### src/rtl/proto245a_sc.sv
// FT245-style asynchronous FIFO bridge, single clock domain.
// Bytes offered by the FT chip are strobed in with ft_rdn and queued in an RX FIFO;
// bytes pushed by the user into a TX FIFO are strobed out with ft_wrn.
// Every FT transaction is followed by a turnaround gap so stale flags are never acted on.
module proto245a_sc #(
    parameter int unsigned DATA_W           = 8,
    parameter int unsigned TX_FIFO_SIZE     = 32,
    parameter int unsigned RX_FIFO_SIZE     = 32,
    parameter int unsigned READ_TICKS       = 4,
    parameter int unsigned WRITE_TICKS      = 4,
    parameter int unsigned TURNAROUND_TICKS = 8
) (
    input  logic                              ft_clk,
    input  logic                              ft_rst,
    // FT chip side
    input  logic                              ft_rxfn,
    input  logic                              ft_txen,
    input  logic [DATA_W-1:0]                 ft_din,
    output logic [DATA_W-1:0]                 ft_dout,
    output logic                              ft_oe,
    output logic                              ft_rdn,
    output logic                              ft_wrn,
    output logic                              ft_siwu,
    // RX FIFO user side
    input  logic                              rxfifo_rd,
    output logic [DATA_W-1:0]                 rxfifo_data,
    output logic                              rxfifo_valid,
    output logic [$clog2(RX_FIFO_SIZE+1)-1:0] rxfifo_load,
    output logic                              rxfifo_empty,
    // TX FIFO user side
    input  logic [DATA_W-1:0]                 txfifo_data,
    input  logic                              txfifo_wr,
    output logic [$clog2(TX_FIFO_SIZE+1)-1:0] txfifo_load,
    output logic                              txfifo_full
);

    localparam int unsigned RxAw     = $clog2(RX_FIFO_SIZE);
    localparam int unsigned RxCw     = $clog2(RX_FIFO_SIZE + 1);
    localparam int unsigned TxAw     = $clog2(TX_FIFO_SIZE);
    localparam int unsigned TxCw     = $clog2(TX_FIFO_SIZE + 1);
    localparam int unsigned MaxRw    = (READ_TICKS > WRITE_TICKS) ? READ_TICKS : WRITE_TICKS;
    localparam int unsigned MaxTicks = (MaxRw > TURNAROUND_TICKS) ? MaxRw : TURNAROUND_TICKS;
    localparam int unsigned CntW     = $clog2(MaxTicks + 1);

    localparam logic [CntW-1:0] ReadLast  = CntW'(READ_TICKS - 1);
    localparam logic [CntW-1:0] WriteLast = CntW'(WRITE_TICKS - 1);
    localparam logic [CntW-1:0] TurnLast  = CntW'(TURNAROUND_TICKS - 1);
    localparam logic [RxCw-1:0] RxFull    = RxCw'(RX_FIFO_SIZE);
    localparam logic [TxCw-1:0] TxFull    = TxCw'(TX_FIFO_SIZE);

    typedef enum logic [2:0] {
        StIdle,
        StRead,
        StWrSetup,
        StWrite,
        StWrHold,
        StTurn
    } state_e;

    // ------------------------------------------------------------------
    // Signals
    // ------------------------------------------------------------------
    state_e            state_q, state_d;
    logic [CntW-1:0]   cnt_q, cnt_d;
    logic              last_rd_q, last_rd_d;   // 1 = previous transaction was a read
    logic              tx_pop;
    logic              rd_done;

    logic              rxfn_meta_q, rxfn_s_q;
    logic              txen_meta_q, txen_s_q;
    logic              rd_ok, wr_ok;

    logic              rdn_q, wrn_q, oe_q;
    logic [DATA_W-1:0] dout_q;
    logic [DATA_W-1:0] din_q;
    logic              rx_push_q;

    logic [DATA_W-1:0] rx_mem [RX_FIFO_SIZE];
    logic [RxAw-1:0]   rx_wr_ptr_q, rx_rd_ptr_q;
    logic [RxCw-1:0]   rx_count_q;
    logic [DATA_W-1:0] rx_data_q;
    logic              rx_valid_q;
    logic              rx_push, rx_pop;

    logic [DATA_W-1:0] tx_mem [TX_FIFO_SIZE];
    logic [TxAw-1:0]   tx_wr_ptr_q, tx_rd_ptr_q;
    logic [TxCw-1:0]   tx_count_q;
    logic              tx_push;

    // ------------------------------------------------------------------
    // Flag synchronisers (idle-high, so reset to 1)
    // ------------------------------------------------------------------
    // Two-flop synchronisation of the asynchronous FT status flags.
    always_ff @(posedge ft_clk or posedge ft_rst) begin
        if (ft_rst) begin
            rxfn_meta_q <= 1'b1;
            rxfn_s_q    <= 1'b1;
            txen_meta_q <= 1'b1;
            txen_s_q    <= 1'b1;
        end else begin
            rxfn_meta_q <= ft_rxfn;
            rxfn_s_q    <= rxfn_meta_q;
            txen_meta_q <= ft_txen;
            txen_s_q    <= txen_meta_q;
        end
    end

    assign rd_ok = !rxfn_s_q && (rx_count_q < RxFull);
    assign wr_ok = !txen_s_q && (tx_count_q != '0);

    // ------------------------------------------------------------------
    // Transaction FSM
    // ------------------------------------------------------------------
    // State, tick counter and arbitration history.
    always_ff @(posedge ft_clk or posedge ft_rst) begin
        if (ft_rst) begin
            state_q   <= StIdle;
            cnt_q     <= '0;
            last_rd_q <= 1'b0;
        end else begin
            state_q   <= state_d;
            cnt_q     <= cnt_d;
            last_rd_q <= last_rd_d;
        end
    end

    // Next-state logic; when both directions are ready they alternate.
    always_comb begin
        state_d   = state_q;
        cnt_d     = cnt_q;
        last_rd_d = last_rd_q;
        tx_pop    = 1'b0;
        rd_done   = 1'b0;
        unique case (state_q)
            StIdle: begin
                cnt_d = '0;
                if (rd_ok && (!wr_ok || !last_rd_q)) begin
                    state_d   = StRead;
                    last_rd_d = 1'b1;
                end else if (wr_ok) begin
                    state_d   = StWrSetup;
                    last_rd_d = 1'b0;
                    tx_pop    = 1'b1;
                end
            end
            StRead: begin
                if (cnt_q == ReadLast) begin
                    state_d = StTurn;
                    cnt_d   = '0;
                    rd_done = 1'b1;
                end else begin
                    cnt_d = cnt_q + CntW'(1);
                end
            end
            StWrSetup: begin
                state_d = StWrite;
                cnt_d   = '0;
            end
            StWrite: begin
                if (cnt_q == WriteLast) begin
                    state_d = StWrHold;
                    cnt_d   = '0;
                end else begin
                    cnt_d = cnt_q + CntW'(1);
                end
            end
            StWrHold: begin
                state_d = StTurn;
                cnt_d   = '0;
            end
            StTurn: begin
                if (cnt_q == TurnLast) begin
                    state_d = StIdle;
                    cnt_d   = '0;
                end else begin
                    cnt_d = cnt_q + CntW'(1);
                end
            end
            default: begin
                state_d = StIdle;
                cnt_d   = '0;
            end
        endcase
    end

    // FT outputs are registered from the next state so strobes are glitch-free.
    always_ff @(posedge ft_clk or posedge ft_rst) begin
        if (ft_rst) begin
            rdn_q     <= 1'b1;
            wrn_q     <= 1'b1;
            oe_q      <= 1'b0;
            dout_q    <= '0;
            din_q     <= '0;
            rx_push_q <= 1'b0;
        end else begin
            rdn_q     <= (state_d != StRead);
            wrn_q     <= (state_d != StWrite);
            oe_q      <= (state_d == StWrSetup) || (state_d == StWrite) ||
                         (state_d == StWrHold);
            if (tx_pop) begin
                dout_q <= tx_mem[tx_rd_ptr_q];
            end
            // Sampled on the last low clock; pushed as ft_rdn rises.
            if (rd_done) begin
                din_q <= ft_din;
            end
            rx_push_q <= rd_done;
        end
    end

    assign ft_rdn  = rdn_q;
    assign ft_wrn  = wrn_q;
    assign ft_oe   = oe_q;
    assign ft_dout = dout_q;
    assign ft_siwu = 1'b1;

    // ------------------------------------------------------------------
    // RX FIFO
    // ------------------------------------------------------------------
    assign rx_push = rx_push_q && (rx_count_q != RxFull);
    assign rx_pop  = rxfifo_rd && (rx_count_q != '0);

    // RX storage, no reset needed.
    always_ff @(posedge ft_clk) begin
        if (rx_push) begin
            rx_mem[rx_wr_ptr_q] <= din_q;
        end
    end

    // RX pointers, occupancy and registered read port.
    always_ff @(posedge ft_clk or posedge ft_rst) begin
        if (ft_rst) begin
            rx_wr_ptr_q <= '0;
            rx_rd_ptr_q <= '0;
            rx_count_q  <= '0;
            rx_data_q   <= '0;
            rx_valid_q  <= 1'b0;
        end else begin
            if (rx_push) begin
                rx_wr_ptr_q <= rx_wr_ptr_q + RxAw'(1);
            end
            if (rx_pop) begin
                rx_rd_ptr_q <= rx_rd_ptr_q + RxAw'(1);
                rx_data_q   <= rx_mem[rx_rd_ptr_q];
            end
            rx_valid_q <= rx_pop;
            if (rx_push && !rx_pop) begin
                rx_count_q <= rx_count_q + RxCw'(1);
            end else if (!rx_push && rx_pop) begin
                rx_count_q <= rx_count_q - RxCw'(1);
            end
        end
    end

    assign rxfifo_data  = rx_data_q;
    assign rxfifo_valid = rx_valid_q;
    assign rxfifo_load  = rx_count_q;
    assign rxfifo_empty = (rx_count_q == '0);

    // ------------------------------------------------------------------
    // TX FIFO
    // ------------------------------------------------------------------
    assign tx_push = txfifo_wr && (tx_count_q != TxFull);

    // TX storage, no reset needed.
    always_ff @(posedge ft_clk) begin
        if (tx_push) begin
            tx_mem[tx_wr_ptr_q] <= txfifo_data;
        end
    end

    // TX pointers and occupancy; tx_pop only fires when the FIFO is non-empty.
    always_ff @(posedge ft_clk or posedge ft_rst) begin
        if (ft_rst) begin
            tx_wr_ptr_q <= '0;
            tx_rd_ptr_q <= '0;
            tx_count_q  <= '0;
        end else begin
            if (tx_push) begin
                tx_wr_ptr_q <= tx_wr_ptr_q + TxAw'(1);
            end
            if (tx_pop) begin
                tx_rd_ptr_q <= tx_rd_ptr_q + TxAw'(1);
            end
            if (tx_push && !tx_pop) begin
                tx_count_q <= tx_count_q + TxCw'(1);
            end else if (!tx_push && tx_pop) begin
                tx_count_q <= tx_count_q - TxCw'(1);
            end
        end
    end

    assign txfifo_load = tx_count_q;
    assign txfifo_full = (tx_count_q == TxFull);

endmodule

### config.mk
export PLATFORM = sky130hd
export DESIGN_NAME = proto245a_sc
export DESIGN_NICKNAME = d
export VERILOG_FILES = /design/src/rtl/proto245a_sc.sv
export SDC_FILE = /design/constraint.sdc
export NUM_CORES = 1
export LEC_CHECK = 0
export CORE_MARGIN = 2
export CORE_UTILIZATION = 45
export DETAILED_ROUTE_END_ITERATION = 12
export GPL_TIMING_DRIVEN = 0
export PLACE_DENSITY = 0.57
export SETUP_SLACK_MARGIN = 0.3
export SLEW_MARGIN = 20
export SYNTH_ARGS = -nofsm -noshare
export SYNTH_HDL_FRONTEND = slang
export SYNTH_SLANG_ARGS = --single-unit
### constraint.sdc
create_clock -name ft_clk -period 8.8 [get_ports ft_clk]
set_input_delay 1.76 -clock ft_clk [delete_from_list [all_inputs] [get_ports ft_clk]]
set_output_delay 1.76 -clock ft_clk [all_outputs]
set_load 0.005 [all_outputs]
Yosys cells after proc, flatten, opt, wreduce, memory -nomap -nowiden
Memories as Yosys holds them, arrays and structs flattened. A register that Yosys moved wholly into a read port is not among the register bits.
Index checks and enable logic that the tools add are counted.
Storage, ports and cells
  RAM bits: 512
  output and inout bits: 35
  register bits after elaboration: 57
  word-level logic and storage cells: 100
  bits in read-only memories: 0
  memories kept: 2
  bits in latches: 0
Cells by class
  reduce and logical (&&, ||, !) cells: 30
  $mul: 0
  eq/ne operators: 15
  bitwise gates (word level): 0
  divide/modulo/power cells: 0
  shift-type cells: 0
  muxes and demuxes: 24
  $add $sub $neg: 9
  magnitude comparators: 1
Memory list
  rx_mem: depth 32, width 8, read ports 1, clocked after Yosys merged registers in 1, wr ports 1, line 78  | logic [DATA_W-1:0] rx_mem [RX_FIFO_SIZE];
  tx_mem: depth 32, width 8, read ports 1, clocked after Yosys merged registers in 1, wr ports 1, line 85  | logic [DATA_W-1:0] tx_mem [TX_FIFO_SIZE];
Operators with widths (count)
  two-way mux 6 bit: 4
  adder 5 x 1 -> 5 bit, second input constant: 4
  one-hot mux 3 bit (6 select lines): 1
  two-way mux 3 bit: 5
  adder 6 x 1 -> 6 bit, second input constant: 2
  == test 3 x 2 -> 1 bit, second input constant: 4
  != test 6 bit, second input constant: 2
  nonzero test 6 bit: 2
  subtractor 6 x 1 -> 6 bit, second input constant: 2
  two-way mux 1 bit: 11
  logical AND 1 bit: 10
  == test 3 bit, second input constant: 3
  logical NOT 1 bit: 8
  two-way mux 4 bit: 2
  one-hot mux 4 bit (2 select lines): 1
  == test 6 bit, second input constant: 1
  logical NOT 6 bit: 1
  < comparator 6 bit, second input constant: 1
  nonzero test 2 bit: 3
  adder 4 x 1 -> 4 bit, second input constant: 1
  == test 4 x 2 -> 1 bit, second input constant: 1
  == test 4 x 3 -> 1 bit, second input constant: 1
  == test 3 x 1 -> 1 bit, second input constant: 1
  logical NOT 3 bit: 1
  5 further kinds: 7

Longest topological paths before layout
  word-level depth: 10
  gate-level depth with buffers: 13

Worst setup path after synthesis
Ideal clock, no wire load.
  path kind: input-to-reg
  from: in txfifo_wr
  to: reg tx_count_q[5], in the netlist txfifo_load[5]
  cell stages on the path: 10
  data arrival time: 3822 ps
  setup time: 80 ps
  slack: 4898 ps
  path buffers: 0
  cells stage by stage: inv_1 -> a31oi_1 -> ha_1 -> inv_1 -> ha_1 -> a21o_1 -> a21oi_1 -> or4_1 -> nand3_1 -> xnor2_1
Between the ends
  word-level cells in the longest chain between the ends: 4
  elaborated cells between the ends (all ways): 6
  classes of those cells: mux (1); reduce/logical (5)
RTL lines
  from (decl): line 32  | input logic txfifo_wr,
  logical AND 1 bit *: line 263  | assign tx_push = txfifo_wr && (tx_count_q != TxFull);
  net tx_push: line 88  | logic tx_push;
  logical NOT 1 bit: line 287  | end else if (!tx_push && tx_pop) begin
  logical AND 1 bit: line 287
  nonzero test 2 bit (no source line)
  to (signal assigned): line 286  | tx_count_q <= tx_count_q + TxCw'(1);
  to (signal assigned): line 288  | tx_count_q <= tx_count_q - TxCw'(1);
  to (decl): line 87  | logic [TxCw-1:0] tx_count_q;
Mark *: on every way through the listed nets, which the timed path passes. The rest lies on a longest branch.
A chain may end at the register's enable or synchronous reset.

Worst setup path after layout
  from: reg rx_count_q[1], in the netlist rxfifo_load[1]
  to: out rxfifo_empty
Between the ends
  word-level cells in the longest chain between the ends: 1
RTL lines
  from (decl): line 80  | logic [RxCw-1:0] rx_count_q;
  from (signal assigned): line 248  | rx_count_q <= rx_count_q + RxCw'(1);
  from (signal assigned): line 250  | rx_count_q <= rx_count_q - RxCw'(1);
  logical NOT 6 bit: line 258  | assign rxfifo_empty = (rx_count_q == '0);
  to (decl): line 29  | output logic rxfifo_empty,
No other way between the ends.

==> impl_metrics.py <==
metrics = {
    "sta": {
        "period_share_pct": 47.4,
        "rsz0062_at_grt": "no",
        "period_minus_slack_ns": 4.17,
        "hold_viol_final": 0,
        "slew_headroom_pct": 30.6,
        "setup_viol": 0,
        "maxSlewViolCount": 0,
        "fin_skew_ns": 0.0135,
        "tns_ns": 0,
        "tightestPinTransition_ns": 1.04,
        "finalWorstSetupSlack_ns": 4.63,
        "fmax_mhz": 240,
    },
    "clock_tree": {
        "cts_sinks": 585,
        "cts_buffers": 61,
        "ctsResizeCount": 0,
        "clk_pin_slew_ns": 0.06,
        "clock-root-buffer": "clkbuf_16",
        "cts_setup_buffers": 0,
        "htree_levels": 2,
        "clock_latency_ns": 0.62,
        "postCtsHoldBufs": 0,
        "clk_path_buf_depth": 3,
        "tritoncts": "yes",
    },
    "yosys": {
        "synth_cell_types": 52,
        "yosysWarnings": 0,
        "ys_seq_area_share_pct": 74.3,
        "synthesis.area_um2": 23200,
        "synthFlopType": "edfxtp_1",
        "synth_top_area_share_pct": 66.4,
        "syn_nets": 1300,
        "synth_common_cells": "512 x edfxtp_1, 106 x mux4_2, 100 x nor2_1",
        "synth_largest_area_cell": "edfxtp_1",
        "ys_ff_latch": 585,
        "syn_area_per_cell_um2": 18.5,
        "synth_edf_count": 512,
        "postSynth.asyncResetShare_pct": 12.5,
        "ys_top_cells_by_area": "edfxtp_1 66%, mux4_2 10%, dfrtp_1 7.2%, mux2_2 2.0%, nor2_1 1.6%",
        "yosysMostFrequentCell": "edfxtp_1",
        "synthCells": 1255,
    },
    "power": {
        "max-vdd-ir-drop_uv": 177,
        "p_int_uw": 5960,
        "power_uw": 8530,
        "p_seq_share_pct": 44.2,
        "power.switching_uw": 2570,
        "switching_share_pct": 30.1,
        "leakagePower_uw": 0.00874,
        "power_density_nw_per_um2": 322,
        "clkPwrFrac_pct": 29.8,
        "p_comb_share_pct": 26.0,
    },
    "die": {
        "die_h_um": 231,
        "die_w_um": 231,
        "die_area_um2": 53300,
        "io_pins": 57,
        "core_um2": 51100,
        "fp-row-count": 83,
        "start_util_pct": 45.3,
    },
    "job": {
        "drv_cap": 0,
    },
    "min_path": {
        "hold_path_class": "flip-flop to flip-flop",
        "worstHoldEndpoint": "rxfn_s_q",
        "worstHoldStart": "rxfn_meta_q",
        "min_path_cells": 0,
    },
    "global_route": {
        "gr-usage-met3_pct": 2.66,
        "grt-busiest-layer": "met2",
        "global_route.usage.met1_pct": 27.3,
        "grt_pass1_vias": 12041,
        "grt_usage_pct": 19.7,
        "gr-total-overflow": 0,
        "antenna_found_initial": 2,
        "grt_util_met2_pct": 32.5,
        "grt_pass1_wl_um": 77600,
        "grt_max_degree": 46,
    },
    "route": {
        "vias": 11762,
        "wire_per_inst_um": 24.7,
        "initialDrtViolationCount": 1033,
        "wirelength_um": 51900,
        "dr.pass1.iters": 7,
        "viasPerCell": 5.60,
        "ant_nets": 0,
        "drcViolationCount": 0,
    },
    "place": {
        "gp_routability_congestion": 0.943,
        "numPortBuffers": 55,
        "dp_hpwl_um": 33000,
        "pre_cts_slack_ns": 4.04,
    },
    "finish": {
        "nets": 1419,
        "antenna_cells": 0,
        "layout-drive-gt1-share_pct": 21.3,
        "syn_to_final_growth_pct": 14.5,
        "final_util_pct": 51.9,
    },
    "critical_path": {
        "endpoint_kind": "output port",
        "path_class": "flip-flop to output port",
        "r2r_end": "rxfifo_load[5]",
        "critical_path_arrival_ns": 2.41,
        "r2r_cells": 13,
        "timing.reg2reg.setup_slack_ns": 4.96,
        "crit_required_ns": 7.04,
        "rr_startpoint": "rxfifo_load[1]",
        "worstPathMaxFanout": 5,
        "start_kind": "flip-flop",
    },
    "status": {
        "status": "finished, final reports clean",
    },
}
[flip-flops by register name (all words and copies together), names as in the netlist, 6 cells and up]
name	cells
rxfifo_data	8
ft_dout	8
rxfifo_load	6
din_q	8
txfifo_load	6
rx_mem	256
tx_mem	256
[how the worst max path moves through the flow]
stage                endpoint  slack [ns]  depth (start not counted)      startpoint
5_1_grt        txfifo_load[5]        4.46                         11       txfifo_wr
3_5_place_dp   txfifo_load[5]        4.04                         11       txfifo_wr
2_1_floorplan  txfifo_load[5]        4.90                         10       txfifo_wr
4_1_cts          rxfifo_empty        4.55                          3  rxfifo_load[1]
3_3_place_gp   rxfifo_data[2]        3.48                          2          ft_rst
6_report         rxfifo_empty        4.63                          3  rxfifo_load[1]
[cell families (layout without fill, tap and decap cells)]
family                   count (synthesis)  in the layout  share of synthesized area [%]
AO/OA/AOI/OAI                          147            147                           4.07
buffers and inverters                   86            252                           1.88
other                                    1              1                         0.0162
flip-flops                             585            585                           74.3
XOR/XNOR                                25             25                          0.945
adder cells (fa/ha/maj)                 23             23                           1.31
multiplexers                           160            160                           12.9
AND/OR/NAND/NOR                        228            228                           4.62
[worst max-delay path, stage by stage (launching register included)]
cell             delay [ns]
dfrtp_1                0.44
nor4_1                 0.50
nor3b_1                0.31
clkdlybuf4s50_1        0.55
[layout make-up]
| class | count | area (um^2) |
|---|---|---|
| fillers | 4148 | 24600 |
| flip-flops and latches | 585 | 17200 |
| multi-input cells | 584 | 5520 |
| clock buffers | 75 | 1600 |
| well taps | 680 | 851 |
| repair buffers | 56 | 538 |
| clock inverters | 35 | 368 |
| plain buffers | 60 | 338 |
| inverters | 26 | 100 |
[metrics by stage]
step | cells | area (um^2) | hold WS (ns)
final | 2101 | 26500 | 0.354
after global routing | 2101 | 26500 | 0.364
after CTS | 2101 | 26500 | 0.358
after detailed placement | 1991 | 24600 | 0.351
after global placement | 1990 | 24600 | 0.348
after floorplan | 1255 | 23200 | 0.345
[routing by layer]
metal  share of wire (%)  up-vias  wire (um)
li1                    -     5262          -
met2                  49      291      25700
met3                 3.7       95       1930
met5                   0        -          0
met4                 2.9        0       1520
met1                  44     6114      22800
[power groups by stage]
stage	registers, uW	clock network [uW]	logic [uW]
after floorplan	3680	0	1510
after global placement	3820	0	2220
after detailed placement	3840	0	2240
after CTS	3790	2590	2240
after global routing	3820	2700	2400
final	3770	2540	2220
[cell usage in the layout, fill, tap and decap left out, drive strengths merged, types with 4 or more instances in the layout]
cell,Yosys,layout
clkinv,1,26
nand2,52,52
nand2b,5,5
nand3b,7,7
nand3,11,11
and3,10,10
mux4,106,106
a21oi,22,22
dfstp,6,6
o21ai,26,26
o31ai,4,4
nand4,6,6
dfrtp,67,67
edfxtp,512,512
bufinv,0,7
ha,21,21
or3,4,4
mux2i,12,12
a21bo,5,5
clkdlybuf4s50,0,47
buf,35,44
nor2,100,100
a31oi,12,12
inv,25,26
clkbuf,25,100
xnor2,20,20
xor2,5,5
mux2,42,42
a21o,4,4
a22oi,8,8
nor4,6,6
or3b,6,6
a221oi,4,4
o221ai,6,6
or4,10,10
o22ai,50,50
(Power assumes the default switching activity.)
